<file path="src/rtl/pipe_hazard_unit.sv">
`default_nettype none
// ============================================================================
// Module   : pipe_hazard_unit
// Purpose  : Hazard detection for a 4-stage (D, E, M, W) pipeline. It tracks
//            the destination register of every in-flight writer in the E, M
//            and W stage slots. For the instruction sitting in D it decides,
//            in the same cycle, whether that instruction must stall and where
//            each source operand must come from.
// Revision : 1.0 - initial release
// ----------------------------------------------------------------------------
// Ports
//   Clk        in   1      clock, rising edge
//   Clr        in   1      asynchronous reset, active-high
//   Issue      in   1      D holds a valid instruction
//   Flush      in   1      kill the D instruction; it enters E as a bubble
//   Rs / Rt    in   REG_W  D source A / source B register numbers
//   Use_rs/rt  in   1      D actually reads Rs / Rt
//   Rd         in   REG_W  D destination register number
//   Wreg       in   1      D writes Rd
//   Mem2reg    in   1      D is a load (data only available at end of M)
//   Stall      out  1      hold PC and D this cycle; E receives a bubble
//   FwdA/FwdB  out  2      00 regfile, 01 E ALU, 10 M ALU, 11 M mem data
//   Stall_cnt  out  CNT_W  saturating count of stalled cycles since reset
// Parameters
//   REG_W  register-number width (register 0 is hard-wired zero)
//   CNT_W  width of the stall performance counter
// Configuration
//   PIPE_HAZARD_FWD_EN  defined   : forwarding paths present, only load-use
//                                   hazards stall (one cycle each).
//                       undefined : no forwarding, any pending writer of a
//                                   source in E or M stalls D; FwdA/FwdB = 00.
// ============================================================================
module pipe_hazard_unit #(
    parameter int REG_W = 5,
    parameter int CNT_W = 16
) (
    input  logic             Clk,
    input  logic             Clr,
    input  logic             Issue,
    input  logic             Flush,
    input  logic [REG_W-1:0] Rs,
    input  logic [REG_W-1:0] Rt,
    input  logic             Use_rs,
    input  logic             Use_rt,
    input  logic [REG_W-1:0] Rd,
    input  logic             Wreg,
    input  logic             Mem2reg,
    output logic             Stall,
    output logic [1:0]       FwdA,
    output logic [1:0]       FwdB,
    output logic [CNT_W-1:0] Stall_cnt
);

    // ------------------------------------------------------------------------
    // Operand source encodings
    // ------------------------------------------------------------------------
    localparam logic [1:0] c_FWD_RF    = 2'b00;
`ifdef PIPE_HAZARD_FWD_EN
    localparam logic [1:0] c_FWD_E_ALU = 2'b01;
    localparam logic [1:0] c_FWD_M_ALU = 2'b10;
    localparam logic [1:0] c_FWD_M_MEM = 2'b11;
`endif

    // ------------------------------------------------------------------------
    // Stage slots: {valid, destination register, is-load}
    // ------------------------------------------------------------------------
    logic             r_e_v;
    logic [REG_W-1:0] r_e_rd;
    logic             r_e_ld;
    logic             r_m_v;
    logic [REG_W-1:0] r_m_rd;
    logic             r_m_ld;
    logic             r_w_v;
    logic [REG_W-1:0] r_w_rd;
    logic             r_w_ld;

    logic [CNT_W-1:0] r_stall_cnt;

    // ------------------------------------------------------------------------
    // Source matching against in-flight writers. W is never consulted: the
    // register file writes on the falling edge, so D already reads the value.
    // ------------------------------------------------------------------------
    logic w_rs_live;
    logic w_rt_live;
    logic w_match_e_a;
    logic w_match_e_b;
    logic w_match_m_a;
    logic w_match_m_b;
    logic w_hazard;
    logic w_stall;
    logic w_e_v_next;

    always_comb begin
        w_rs_live   = Use_rs & (Rs != '0);
        w_rt_live   = Use_rt & (Rt != '0);
        w_match_e_a = w_rs_live & r_e_v & (r_e_rd == Rs);
        w_match_e_b = w_rt_live & r_e_v & (r_e_rd == Rt);
        w_match_m_a = w_rs_live & r_m_v & (r_m_rd == Rs);
        w_match_m_b = w_rt_live & r_m_v & (r_m_rd == Rt);
    end

`ifdef PIPE_HAZARD_FWD_EN
    // Newest producer wins: an E match overrides an M match. A load in M
    // supplies its memory data, an ALU result in M its ALU output.
    function automatic logic [1:0] f_fwd_sel(
        input logic match_e,
        input logic match_m,
        input logic m_is_load
    );
        logic [1:0] sel;
        sel = c_FWD_RF;
        if (match_e) begin
            sel = c_FWD_E_ALU;
        end else if (match_m) begin
            sel = m_is_load ? c_FWD_M_MEM : c_FWD_M_ALU;
        end
        return sel;
    endfunction

    // Only a load still in E cannot be forwarded in time; one bubble moves it
    // to M, where its memory data is reachable.
    assign w_hazard = (w_match_e_a | w_match_e_b) & r_e_ld;

    // The W slot is carried for uniform state but has no consumer here.
    logic w_unused_state;
    assign w_unused_state = ^{r_w_v, r_w_rd, r_w_ld};
`else
    // Without forwarding every pending writer of a source blocks D until it
    // reaches W.
    assign w_hazard = w_match_e_a | w_match_e_b | w_match_m_a | w_match_m_b;

    // The ld bits and W slot are still tracked so the state looks the same in
    // both builds; nothing reads them in this one.
    logic w_unused_state;
    assign w_unused_state = ^{r_w_v, r_w_rd, r_w_ld, r_e_ld, r_m_ld};
`endif

    // A killed or absent D instruction never stalls.
    assign w_stall = Issue & ~Flush & w_hazard;

    // Only real writers of a non-zero register enter E as valid; everything
    // else (stall bubble, flush, idle, r0 write) becomes an all-zero bubble.
    assign w_e_v_next = Issue & Wreg & ~w_stall & ~Flush & (Rd != '0);

    // ------------------------------------------------------------------------
    // Outputs
    // ------------------------------------------------------------------------
    assign Stall     = w_stall;
    assign Stall_cnt = r_stall_cnt;

`ifdef PIPE_HAZARD_FWD_EN
    always_comb begin
        FwdA = c_FWD_RF;
        FwdB = c_FWD_RF;
        if (Issue && !w_stall) begin
            FwdA = f_fwd_sel(w_match_e_a, w_match_m_a, r_m_ld);
            FwdB = f_fwd_sel(w_match_e_b, w_match_m_b, r_m_ld);
        end
    end
`else
    assign FwdA = c_FWD_RF;
    assign FwdB = c_FWD_RF;
`endif

    // ------------------------------------------------------------------------
    // Stage slot advance
    // ------------------------------------------------------------------------
    always_ff @(posedge Clk or posedge Clr) begin
        if (Clr) begin
            r_e_v  <= 1'b0;
            r_e_rd <= '0;
            r_e_ld <= 1'b0;
            r_m_v  <= 1'b0;
            r_m_rd <= '0;
            r_m_ld <= 1'b0;
            r_w_v  <= 1'b0;
            r_w_rd <= '0;
            r_w_ld <= 1'b0;
        end else begin
            r_w_v  <= r_m_v;
            r_w_rd <= r_m_rd;
            r_w_ld <= r_m_ld;
            r_m_v  <= r_e_v;
            r_m_rd <= r_e_rd;
            r_m_ld <= r_e_ld;
            r_e_v  <= w_e_v_next;
            r_e_rd <= w_e_v_next ? Rd : '0;
            r_e_ld <= w_e_v_next & Mem2reg;
        end
    end

    // ------------------------------------------------------------------------
    // Stall performance counter, saturating at all-ones
    // ------------------------------------------------------------------------
    always_ff @(posedge Clk or posedge Clr) begin
        if (Clr) begin
            r_stall_cnt <= '0;
        end else if (w_stall && (r_stall_cnt != '1)) begin
            r_stall_cnt <= r_stall_cnt + CNT_W'(1);
        end
    end

endmodule
`default_nettype wire

</file>
<file path="config.mk">
export PLATFORM = sky130hd
export DESIGN_NAME = pipe_hazard_unit
export DESIGN_NICKNAME = d
export VERILOG_FILES = /design/src/rtl/pipe_hazard_unit.sv
export SDC_FILE = /design/constraint.sdc
export NUM_CORES = 1
export LEC_CHECK = 0
export ABC_AREA = 0
export BUFFER_PORTS_ARGS = -buffer_cell sky130_fd_sc_hd__buf_2
export CORE_UTILIZATION = 30
export DETAILED_ROUTE_END_ITERATION = 16
export GPL_ROUTABILITY_DRIVEN = 0
export SLEW_MARGIN = 25
export SYNTH_ARGS = -nofsm -noshare
export SYNTH_HDL_FRONTEND = slang
export SYNTH_SLANG_ARGS = --single-unit
export TNS_END_PERCENT = 20
</file>
<file path="constraint.sdc">
create_clock -name Clk -period 2.28 [get_ports Clk]
set_clock_uncertainty 0.15 [all_clocks]
set_input_delay 0.228 -clock Clk [delete_from_list [all_inputs] [get_ports Clk]]
set_output_delay 0.228 -clock Clk [all_outputs]
set_load 0.02 [all_outputs]
</file>
==> results of run 1 <==
-- worst max-delay path, cell delays in order (launching register included) --
cell      delay (ns)
dfrtp_1         0.41
xnor2_1         0.17
nand3_1         0.11
nor4_2          0.16
o21ai_1         0.13
buf_4           0.17
a21boi_4        0.20
buf_4           0.17
-- final timing paths --
check / start / end / slack, ns
min in group asynchronous: Clr / r_e_rd[0] / 0.40
worst max register to register: r_e_rd[3] / Stall_cnt[1] / 0.24
worst max-delay path: r_m_rd[4] / Stall / 0.10
max in group asynchronous: Clr / Stall_cnt[13] / 1.31
worst min-delay path: Rd[3] / r_e_rd[3] / 0.02
worst min register to register: r_e_v / r_m_v / 0.24
-- per-stage QoR --
step	setup WS, ns	setup TNS, ns	hold WS [ns]	util
6_report	0.1014	0	0.02446	0.4082
5_1_grt	-0.09883	-0.09883	0.01572	0.4082
4_1_cts	0.01145	0	0.02462	0.4016
3_5_place_dp	0.07166	0	0.1656	0.3810
3_3_place_gp	0.06742	0	0.1678	0.3810
2_1_floorplan	0.1508	0	0.1434	-
-- area by class of cell --
cell class	instances	share of cell area
tap	52	0.03611
clock buffer	3	0.02292
inverter	1	0.002083
timing repair buffer	48	0.1500
clock inverter	1	0.01667
multi-input combinational	95	0.3833
sequential	28	0.3889
-- flip-flops by register name, indices dropped and copies added (netlist names) --
| name | cells |
|---|---|
| r_e_v | 1 |
| r_m_v | 1 |
| r_e_rd | 5 |
| r_m_rd | 5 |
| Stall_cnt | 16 |
-- per-layer routing --
metal	part of all wire	global-route usage	vias up
li1	-	-	526
met1	0.47	0.1727	528
met2	0.47	0.2030	36
met3	0.055	0.02020	4
met4	0.0088	0.03333	0
met5	0	0	-
-- cells by family after synthesis --
| logic type | Yosys count | share of synthesized area |
|---|---|---|
| adders and majority gates | 1 | 0.008983 |
| muxes | 1 | 0.01078 |
| DFF | 28 | 0.5031 |
| other | 1 | 0.002693 |
| and+or+nand+nor | 46 | 0.1914 |
| buffers and inverters | 5 | 0.02426 |
| xor gates and xnor gates | 35 | 0.2201 |
| AOI/OAI and AO/OA | 8 | 0.03864 |
-- power by group through the flow --
stage	registers [mW]	logic, mW	clock network [mW]
3_3_place_gp	0.520	0.0923	0
6_report	0.511	0.0953	0.385
3_5_place_dp	0.521	0.0932	0
5_1_grt	0.512	0.106	0.420
2_1_floorplan	0.524	0.0516	0
4_1_cts	0.511	0.0956	0.392
-- what timing repair did --
action | CTS | global route
pin swaps | 0 | 1
buffers inserted | 0 | 2
endpoints found under the hold margin | 28 | 0
hold buffers | 1 | 0
gates resized for setup | 2 | 2
setup endpoints to repair | 1 | 9
-- synth_stat cells, types with 3 or more instances --
library cell,instances,area share
dfrtp_1,28,0.50
xnor2_1,26,0.16
nand3_1,11,0.040
xor2_1,9,0.057
nand2_1,7,0.019
and2_1,5,0.022
and3_1,5,0.022
nand4_1,5,0.022
buf_4,4,0.022
nor4_1,4,0.018
o21ai_1,4,0.014
or4_1,3,0.016
==> metrics.csv, run 1 <==
stage;metric;value;unit
outcome;status;finished clean;
clock_tree;Num CTS Buffers;3;
global_routing;global route overflow;0;
placed_design;placed cells;221;
global_routing;Total GRT Usage;0.1248;
timing;# setup viols final;0;
power;Pwr Total;990.9;uW
worst_setup_path;CP Max Fanout;5;
cells_and_area;Synth-to-Final Area Change;29.38;%
synthesis;Synth Instances;125;
power;P_int;782.4;uW
synthesis;Mapped Avg Cell Area;11.14;sq um
worst_setup_path;Arr. time, crit path;1.80;ns
route;WL per Instance;12.52;um
power;switching share of total power;0.2104;
route;Via density;4.798;
timing;Hold Vio Cnt, Final;0;
clock_tree;CTS tree;built;
cells_and_area;Filler Cells Inserted;426;
global_routing;first-pass GRT wire length;4899;um
worst_setup_path;path depth of the worst reg2reg path;7;
cells_and_area;layout net count;201;
hold_path;Worst Hold Class;in -> reg;
timing;RSZ-0062 raised after global routing;yes;
die;core area;4414;sq um
synthesis;Yosys reg bits;28;
power;cell area power density;550.0;nW/um^2
global_routing;initial antenna violation count;0;
cells_and_area;Post-Layout Inst Area;1802;sq um
placed_design;Placed Area;1682;sq um
power;Seq pwr share;0.515;
clock_tree;H-tree levels;1;
route;DRT iter0 DRCs;28;
cells_and_area;Register Area;700.7;sq um
synthesis;Yosys cell types;24;
cells_and_area;multi-input logic area;690.7;sq um
die;chip width;70.13;um
die;row count;24;
cells_and_area;layout cells sized above 1;0.3182;
route;DRT Pass-1 Iters;4;
timing;Slew Viols, Final;0;
synthesis;Post-synth EDFFs;0;
global_routing;vias in the first global route;1104;
timing;fraction of the cycle the final worst path needs;0.9555;
power;combinational group share of total power;0.096;
route;Routed Antenna Nets;0;
run;max-cap violation count;0;
synthesis;Seq/Total Area, Yosys;0.5031;
placed_design;DP Wirelength;2174;um
global_routing;largest net degree at the start of global routing;29;
clock_tree;clock sinks;28;
cells_and_area;Ant. Diodes;0;
route;vias;1094;
clock_tree;clk buf depth;2;
power;Leak;0.8782;nW
power;Clock power frac;0.388;
timing;FMAX;0.4590;GHz
synthesis;Async SR Flop Fraction;1.000;
clock_tree;clk root buf;clkbuf_8;
worst_setup_path;WP data required;1.90;ns
die;die height;70.13;um
hold_path;WHS Path Cells;2;
route;DRC;0;
worst_setup_path;CP Class;reg -> out;
synthesis;Ys Warns;0;
route;final wirelength;2855;um
synthesis;Post-Syn Area;1393;sq um
die;effective utilization at floorplan;0.3155;
power;sw power;208.5;uW
synthesis;ys flop type;dfrtp_1;
clock_tree;Reg clk slew, reported paths;0.09;ns
placed_design;number of port buffers;38;
die;Die ar.;4918;sq um
cells_and_area;commonest non-fill, non-tap cell in the layout;buf_2;
worst_setup_path;Worst Setup Start Kind;flip-flop;
clock_tree;clk_lat worst skew;0.27;ns
power;maximum vdd drop;0.2037;mV
cells_and_area;Non-Filler Instances;228;
cells_and_area;commonest cells after routing, fill and taps aside;37 x buf_2, 28 x dfrtp_1, 26 x xnor2_1;
timing;Tmin final;2.179;ns
worst_setup_path;critical path endpoint category;primary output;
die;# IOs;44;
(Power assumes the default switching activity.)
==> run 2, diff against run 1 <==
--- a/config.mk
+++ b/config.mk
@@ -7,9 +7,13 @@
 export LEC_CHECK = 0
 export ABC_AREA = 0
 export BUFFER_PORTS_ARGS = -buffer_cell sky130_fd_sc_hd__buf_2
+export CELL_PAD_IN_SITES_DETAIL_PLACEMENT = 1
+export CELL_PAD_IN_SITES_GLOBAL_PLACEMENT = 2
 export CORE_UTILIZATION = 30
 export DETAILED_ROUTE_END_ITERATION = 16
 export GPL_ROUTABILITY_DRIVEN = 0
+export MAX_ROUTING_LAYER = met4
+export PLACE_DENSITY_LB_ADDON = 0.1
 export SLEW_MARGIN = 25
 export SYNTH_ARGS = -nofsm -noshare
 export SYNTH_HDL_FRONTEND = slang
==> run 2 against run 1 <==
Compared with the run above: global-route usage grew 2.0 points; register-to-register slack lost 0.05 ns; wire length grew 13%; via count shrank 1.7%; design area shrank 0.21%; core utilization shrank 0.085 points; die area is the same; critical path depth is the same; critical endpoint unchanged.
==> metrics.csv, run 2 (synthesized netlist as in run 1, its figures left out) <==
stage;metric;value;unit;change
timing;Slew @ Worst Pin;0.4961;ns;
global_routing;first-pass GRT wire length;5430;um;+11%
timing;RSZ-0062 raised after global routing;no;;
route;final wirelength;3221;um;+13%
die;core area;4414;sq um;unchanged
timing;setup TNS;0;ns;unchanged
route;DRC;0;;unchanged
worst_setup_path;Arr. time, crit path;1.80;ns;about the same
power;Leak;0.8626;nW;-1.8%
worst_setup_path;critical path endpoint category;primary output;;
worst_setup_path;CP Class;in -> out;;
placed_design;worst slack at placement;0.03948;ns;-0.03217 ns
power;cell area power density;515.0;nW/um^2;-6.3%
timing;Slew Viols, Final;0;;unchanged
cells_and_area;commonest cells after routing, fill and taps aside;37 x buf_2, 28 x dfrtp_1, 25 x xnor2_1;;
placed_design;Placed Area;1667;sq um;-0.89%
worst_setup_path;Slowest-stage cell, CP;or4_1;;
clock_tree;Num CTS Buffers;3;;unchanged
outcome;status;finished clean;;
global_routing;vias in the first global route;1117;;+1.2%
worst_setup_path;Buf/Inv on CP;2;;unchanged
timing;max_slew headroom;0.6677;;
route;Routed Antenna Nets;0;;unchanged
cells_and_area;multi-input logic area;725.7;sq um;+5.1%
worst_setup_path;CP Max Fanout;3;;-2
worst_setup_path;WP data required;1.90;ns;about the same
timing;Tmin final;2.182;ns;+0.003326 ns
clock_tree;H-tree levels;1;;unchanged
clock_tree;Reg clk slew, reported paths;0.10;ns;about the same
die;effective utilization at floorplan;0.3155;;unchanged
global_routing;Total GRT Usage;0.1446;;+0.01977
timing;Hold Vio Cnt, Final;0;;unchanged
worst_setup_path;Reg2Reg Launch Point;Stall_cnt[1];;
route;Via density;4.778;;-0.43%
die;# IOs;44;;unchanged
clock_tree;clk_lat worst skew;0.27;ns;about the same
power;maximum vdd drop;0.2034;mV;-0.14%
cells_and_area;Post-Layout Inst Area;1798;sq um;-0.21%
hold_path;Worst Hold Class;in -> reg;;
worst_setup_path;path depth of the worst reg2reg path;7;;unchanged
route;vias;1075;;-1.7%
worst_setup_path;reg2reg end;Stall_cnt[1];;
route;DRT iter0 DRCs;28;;unchanged
clock_tree;clk root buf;clkbuf_8;;
timing;FMAX;0.4583;GHz;-0.15%
cells_and_area;fin util;0.4073;;-0.0008500
worst_setup_path;cell family with most CP delay;compound AO/OA/AOI/OAI gates;;
worst_setup_path;CP peak stage delay;0.52;ns;+0.11 ns
die;Die ar.;4918;sq um;unchanged
clock_tree;clock sinks;28;;unchanged
hold_path;WHS Path Cells;2;;unchanged
cells_and_area;Ant. Diodes;0;;unchanged
cells_and_area;Filler Cells Inserted;521;;+22%
die;row count;24;;unchanged
placed_design;DP Wirelength;2456;um;+13%
worst_setup_path;WP depth;7;;unchanged
run;max-cap violation count;0;;unchanged
cells_and_area;commonest non-fill, non-tap cell in the layout;buf_2;;
die;chip width;70.13;um;unchanged
worst_setup_path;Worst R2R Setup Slack;0.19;ns;-0.05 ns
hold_path;HP Start;Rd[3];;
cells_and_area;Synth-to-Final Area Change;29.11;%;
timing;fraction of the cycle the final worst path needs;0.9570;;+0.001459
route;WL per Instance;14.32;um;+14%
die;die height;70.13;um;unchanged
cells_and_area;max reg flops;16;;unchanged
global_routing;initial antenna violation count;0;;unchanged
placed_design;number of port buffers;38;;unchanged
cells_and_area;layout net count;198;;-1.5%
hold_path;Hold Path End;r_e_rd[3];;
cells_and_area;layout cells sized above 1;0.3410;;+0.02286
clock_tree;clk buf depth;2;;unchanged
worst_setup_path;critical-path cell list;buf_2, or4_1, o21ai_1, nor4_2, o21ai_2, a21boi_2, buf_4;;
route;DRT Pass-1 Iters;4;;unchanged
global_routing;global route overflow;0;;unchanged
clock_tree;CTS tree;built;;
timing;final worst slack;0.09810;ns;-0.003326 ns
cells_and_area;Register Area;700.7;sq um;unchanged
global_routing;largest net degree at the start of global routing;29;;unchanged
timing;# setup viols final;0;;unchanged
worst_setup_path;Worst Setup Start Kind;input pin;;
-- run 2: how the worst max path moves through the flow --
| stage | startpoint | endpoint | slack, ns |
|---|---|---|---|
| floorplan | Stall_cnt[0] | Stall_cnt[1] | 0.15 |
| global placement | Rs[1] | Stall_cnt[1] | 0.05 |
| detailed placement | Rs[1] | Stall_cnt[1] | 0.04 |
| CTS | r_m_rd[4] | Stall | 0.003 |
| global route | r_e_rd[2] | Stall | 0.01 |
| finish | Rs[1] | Stall | 0.1 |
-- run 2: area by class of cell --
class                      count  share of cell area
clock buffer                   4             0.03062
inverter                       1            0.002088
multi-input combinational     95              0.4036
sequential                    28              0.3897
tap                           52             0.03619
timing repair buffer          45              0.1378
-- run 2: stage by stage --
step	cells	power (mW)	hold WS [ns]
final	225	0.9260	0.01829
after CTS	225	0.9324	0.01183
after global routing	225	0.9728	0.005991
after detailed placement	219	0.6156	0.1724
after floorplan	128	0.5759	0.1434
after global placement	219	0.6139	0.1661
-- run 2: repair_timing --
| action | CTS | global route |
|---|---|---|
| setup endpoints to repair | 1 | 13 |
| pin swaps | 1 | 3 |
| hold buffers | 1 | 0 |
| gates resized for setup | 0 | 10 |
| gates cloned | 0 | 0 |
| hold endpoints to repair | 28 | 0 |
| buffers inserted | 1 | 0 |
-- run 2: metal layers --
layer	vias up	track usage	part of all wire
met5	-	-	0
met3	2	0.02886	0.043
met2	25	0.2169	0.47
met1	526	0.1967	0.48
met4	0	0.04667	0.0068
li1	522	-	-
-- run 2: power breakdown --
group          switching [mW]  total, mW  internal [mW]
clock network           0.158      0.313          0.155
registers             0.00742      0.512          0.504
logic                  0.0562      0.101         0.0450
==> run 3, diff against run 2 <==
--- a/config.mk
+++ b/config.mk
@@ -14,6 +14,7 @@
 export GPL_ROUTABILITY_DRIVEN = 0
 export MAX_ROUTING_LAYER = met4
 export PLACE_DENSITY_LB_ADDON = 0.1
+export REMOVE_ABC_BUFFERS = 1
 export SLEW_MARGIN = 25
 export SYNTH_ARGS = -nofsm -noshare
 export SYNTH_HDL_FRONTEND = slang
==> run 3 against run 2 <==
Compared with the run above: sequential power about the same; clock power up 24%; first-iteration DRC count down 7.1%; core utilization down 0.11 points; critical path depth down 1; global-route usage up 0.72 points; wire length down 1.2%; setup slack worse by 0.032 ns; largest power group unchanged; critical endpoint unchanged.
==> metrics.csv, run 3 (synthesized netlist as in run 1, its figures left out) <==
stage;metric;value;unit;change
route;DRT Pass-1 Iters;2;;-2
die;Die ar.;4918;sq um;unchanged
route;Routed Antenna Nets;0;;unchanged
timing;fraction of the cycle the final worst path needs;0.9711;;+0.01414
cells_and_area;commonest non-fill, non-tap cell in the layout;buf_2;;
cells_and_area;commonest cells after routing, fill and taps aside;38 x buf_2, 28 x dfrtp_1, 26 x xnor2_1;;
hold_path;WHS Path Cells;2;;unchanged
global_routing;vias in the first global route;1211;;+8.4%
worst_setup_path;Arr. time, crit path;1.84;ns;+0.04 ns
placed_design;DP Wirelength;2531;um;+3.0%
outcome;status;finished clean;;
global_routing;Total GRT Usage;0.1518;;+0.007214
cells_and_area;max reg flops;16;;unchanged
global_routing;global route overflow;0;;unchanged
cells_and_area;Synth-to-Final Area Change;28.75;%;
route;vias;1088;;+1.2%
clock_tree;clk root buf;clkbuf_8;;
clock_tree;CTS tree;built;;
clock_tree;H-tree levels;1;;unchanged
route;WL per Instance;13.89;um;-3.0%
cells_and_area;fin util;0.4062;;-0.001134
power;sw power;214.1;uW;-3.5%
cells_and_area;Ant. Diodes;0;;unchanged
placed_design;worst slack at placement;0.01797;ns;-0.02151 ns
power;Clock power frac;0.388;;+0.050
cells_and_area;layout net count;202;;+2.0%
timing;final worst slack;0.06587;ns;-0.03223 ns
global_routing;first-pass GRT wire length;5761;um;+6.1%
worst_setup_path;Worst R2R Setup Slack;0.19;ns;about the same
die;core area;4414;sq um;unchanged
worst_setup_path;reg2reg end;Stall_cnt[1];;
clock_tree;Num CTS Buffers;3;;unchanged
die;chip width;70.13;um;unchanged
hold_path;HP Start;Rd[3];;
run;max-cap violation count;0;;unchanged
timing;Hold Vio Cnt, Final;0;;unchanged
worst_setup_path;Worst Setup Start Kind;flip-flop;;
cells_and_area;layout cells sized above 1;0.3164;;-0.02466
power;Seq pwr share;0.511;;-0.042
power;Pwr Total;1.000;mW;+8.0%
die;row count;24;;unchanged
die;effective utilization at floorplan;0.3155;;unchanged
cells_and_area;Non-Filler Instances;229;;+1.8%
placed_design;number of port buffers;38;;unchanged
timing;Tmin final;2.214;ns;+0.03223 ns
power;Leak;0.8813;nW;+2.2%
hold_path;Worst Hold Class;in -> reg;;
worst_setup_path;CP Class;reg -> out;;
power;maximum vdd drop;0.3866;mV;+90%
die;# IOs;44;;unchanged
worst_setup_path;critical path endpoint category;primary output;;
clock_tree;clk_lat worst skew;0.27;ns;about the same
route;DRC;0;;unchanged
route;final wirelength;3181;um;-1.2%
worst_setup_path;CP Max Fanout;3;;unchanged
timing;# setup viols final;0;;unchanged
power;P_int;786.2;uW;+12%
power;combinational group share of total power;0.101;;-0.008
clock_tree;clk buf depth;2;;unchanged
hold_path;Hold Path End;r_e_rd[3];;
power;switching share of total power;0.2141;;-0.02551
timing;RSZ-0062 raised after global routing;yes;;
timing;FMAX;0.4516;GHz;-1.5%
power;cell area power density;557.9;nW/um^2;+8.3%
timing;Slew Viols, Final;0;;unchanged
cells_and_area;Post-Layout Inst Area;1793;sq um;-0.28%
die;die height;70.13;um;unchanged
route;Via density;4.751;;-0.56%
worst_setup_path;path depth of the worst reg2reg path;6;;-1
clock_tree;clock sinks;28;;unchanged
route;DRT iter0 DRCs;26;;-7.1%
worst_setup_path;WP data required;1.90;ns;about the same
clock_tree;Reg clk slew, reported paths;0.09;ns;about the same
global_routing;initial antenna violation count;0;;unchanged
worst_setup_path;Reg2Reg Launch Point;r_e_rd[0];;
placed_design;placed cells;223;;+1.8%
placed_design;Placed Area;1697;sq um;+1.8%
global_routing;largest net degree at the start of global routing;29;;unchanged
[run 3: cell type report]
class | count | area [sq um]
clock buffers | 3 | 41.29
clock inverters | 1 | 30.03
fillers | 505 | 2621
inverters | 1 | 3.754
multi-input cells | 95 | 676.9
flip-flops and latches | 28 | 700.7
well taps | 52 | 65.06
repair buffers | 49 | 275.3
[run 3: layer usage]
layer,up-vias,GRT usage,part of all wire
met1,527,0.1864,0.46
met3,2,0.03752,0.041
met2,29,0.2532,0.50
met4,0,0.03333,0.0053
li1,530,-,-
met5,-,-,0
[run 3: power groups by stage]
stage	registers (mW)	logic, mW	clock network [mW]
2_1_floorplan	0.524	0.0464	0
3_3_place_gp	0.521	0.0986	0
3_5_place_dp	0.521	0.101	0
4_1_cts	0.511	0.103	0.407
5_1_grt	0.512	0.113	0.423
6_report	0.511	0.101	0.388
[run 3: metrics by stage]
step	hold slack, ns	setup TNS [ns]
2_1_floorplan	0.1434	0
3_3_place_gp	0.1654	0
3_5_place_dp	0.1694	0
4_1_cts	0.01013	0
5_1_grt	0.02295	-0.09201
6_report	0.01985	0
[run 3: what timing repair did]
| item | in CTS | in global routing |
|---|---|---|
| hold buffers | 1 | 0 |
| buffers inserted | 1 | 0 |
| pin swaps | 1 | 0 |
| resized for setup | 0 | 1 |
| hold endpoints to repair | 28 | 0 |
| endpoints found under the setup margin | 1 | 9 |
[run 3: critical path, stage by stage (launching register included)]
cell and delay [ns]:
dfrtp_1 0.44, xnor2_1 0.21, nand3_1 0.13, nor4_1 0.19
o21ai_1 0.18, a21boi_2 0.22, buf_2 0.20
[run 3: worst max path at each step]
stage / depth (start not counted) / startpoint / end
final: 6 / r_e_rd[0] / Stall
after global routing: 6 / r_e_rd[0] / Stall
after global placement: 7 / Rt[1] / Stall_cnt[1]
after detailed placement: 7 / Rs[1] / Stall_cnt[1]
after floorplan: 7 / Stall_cnt[0] / Stall_cnt[1]
after CTS: 6 / r_e_rd[0] / Stall
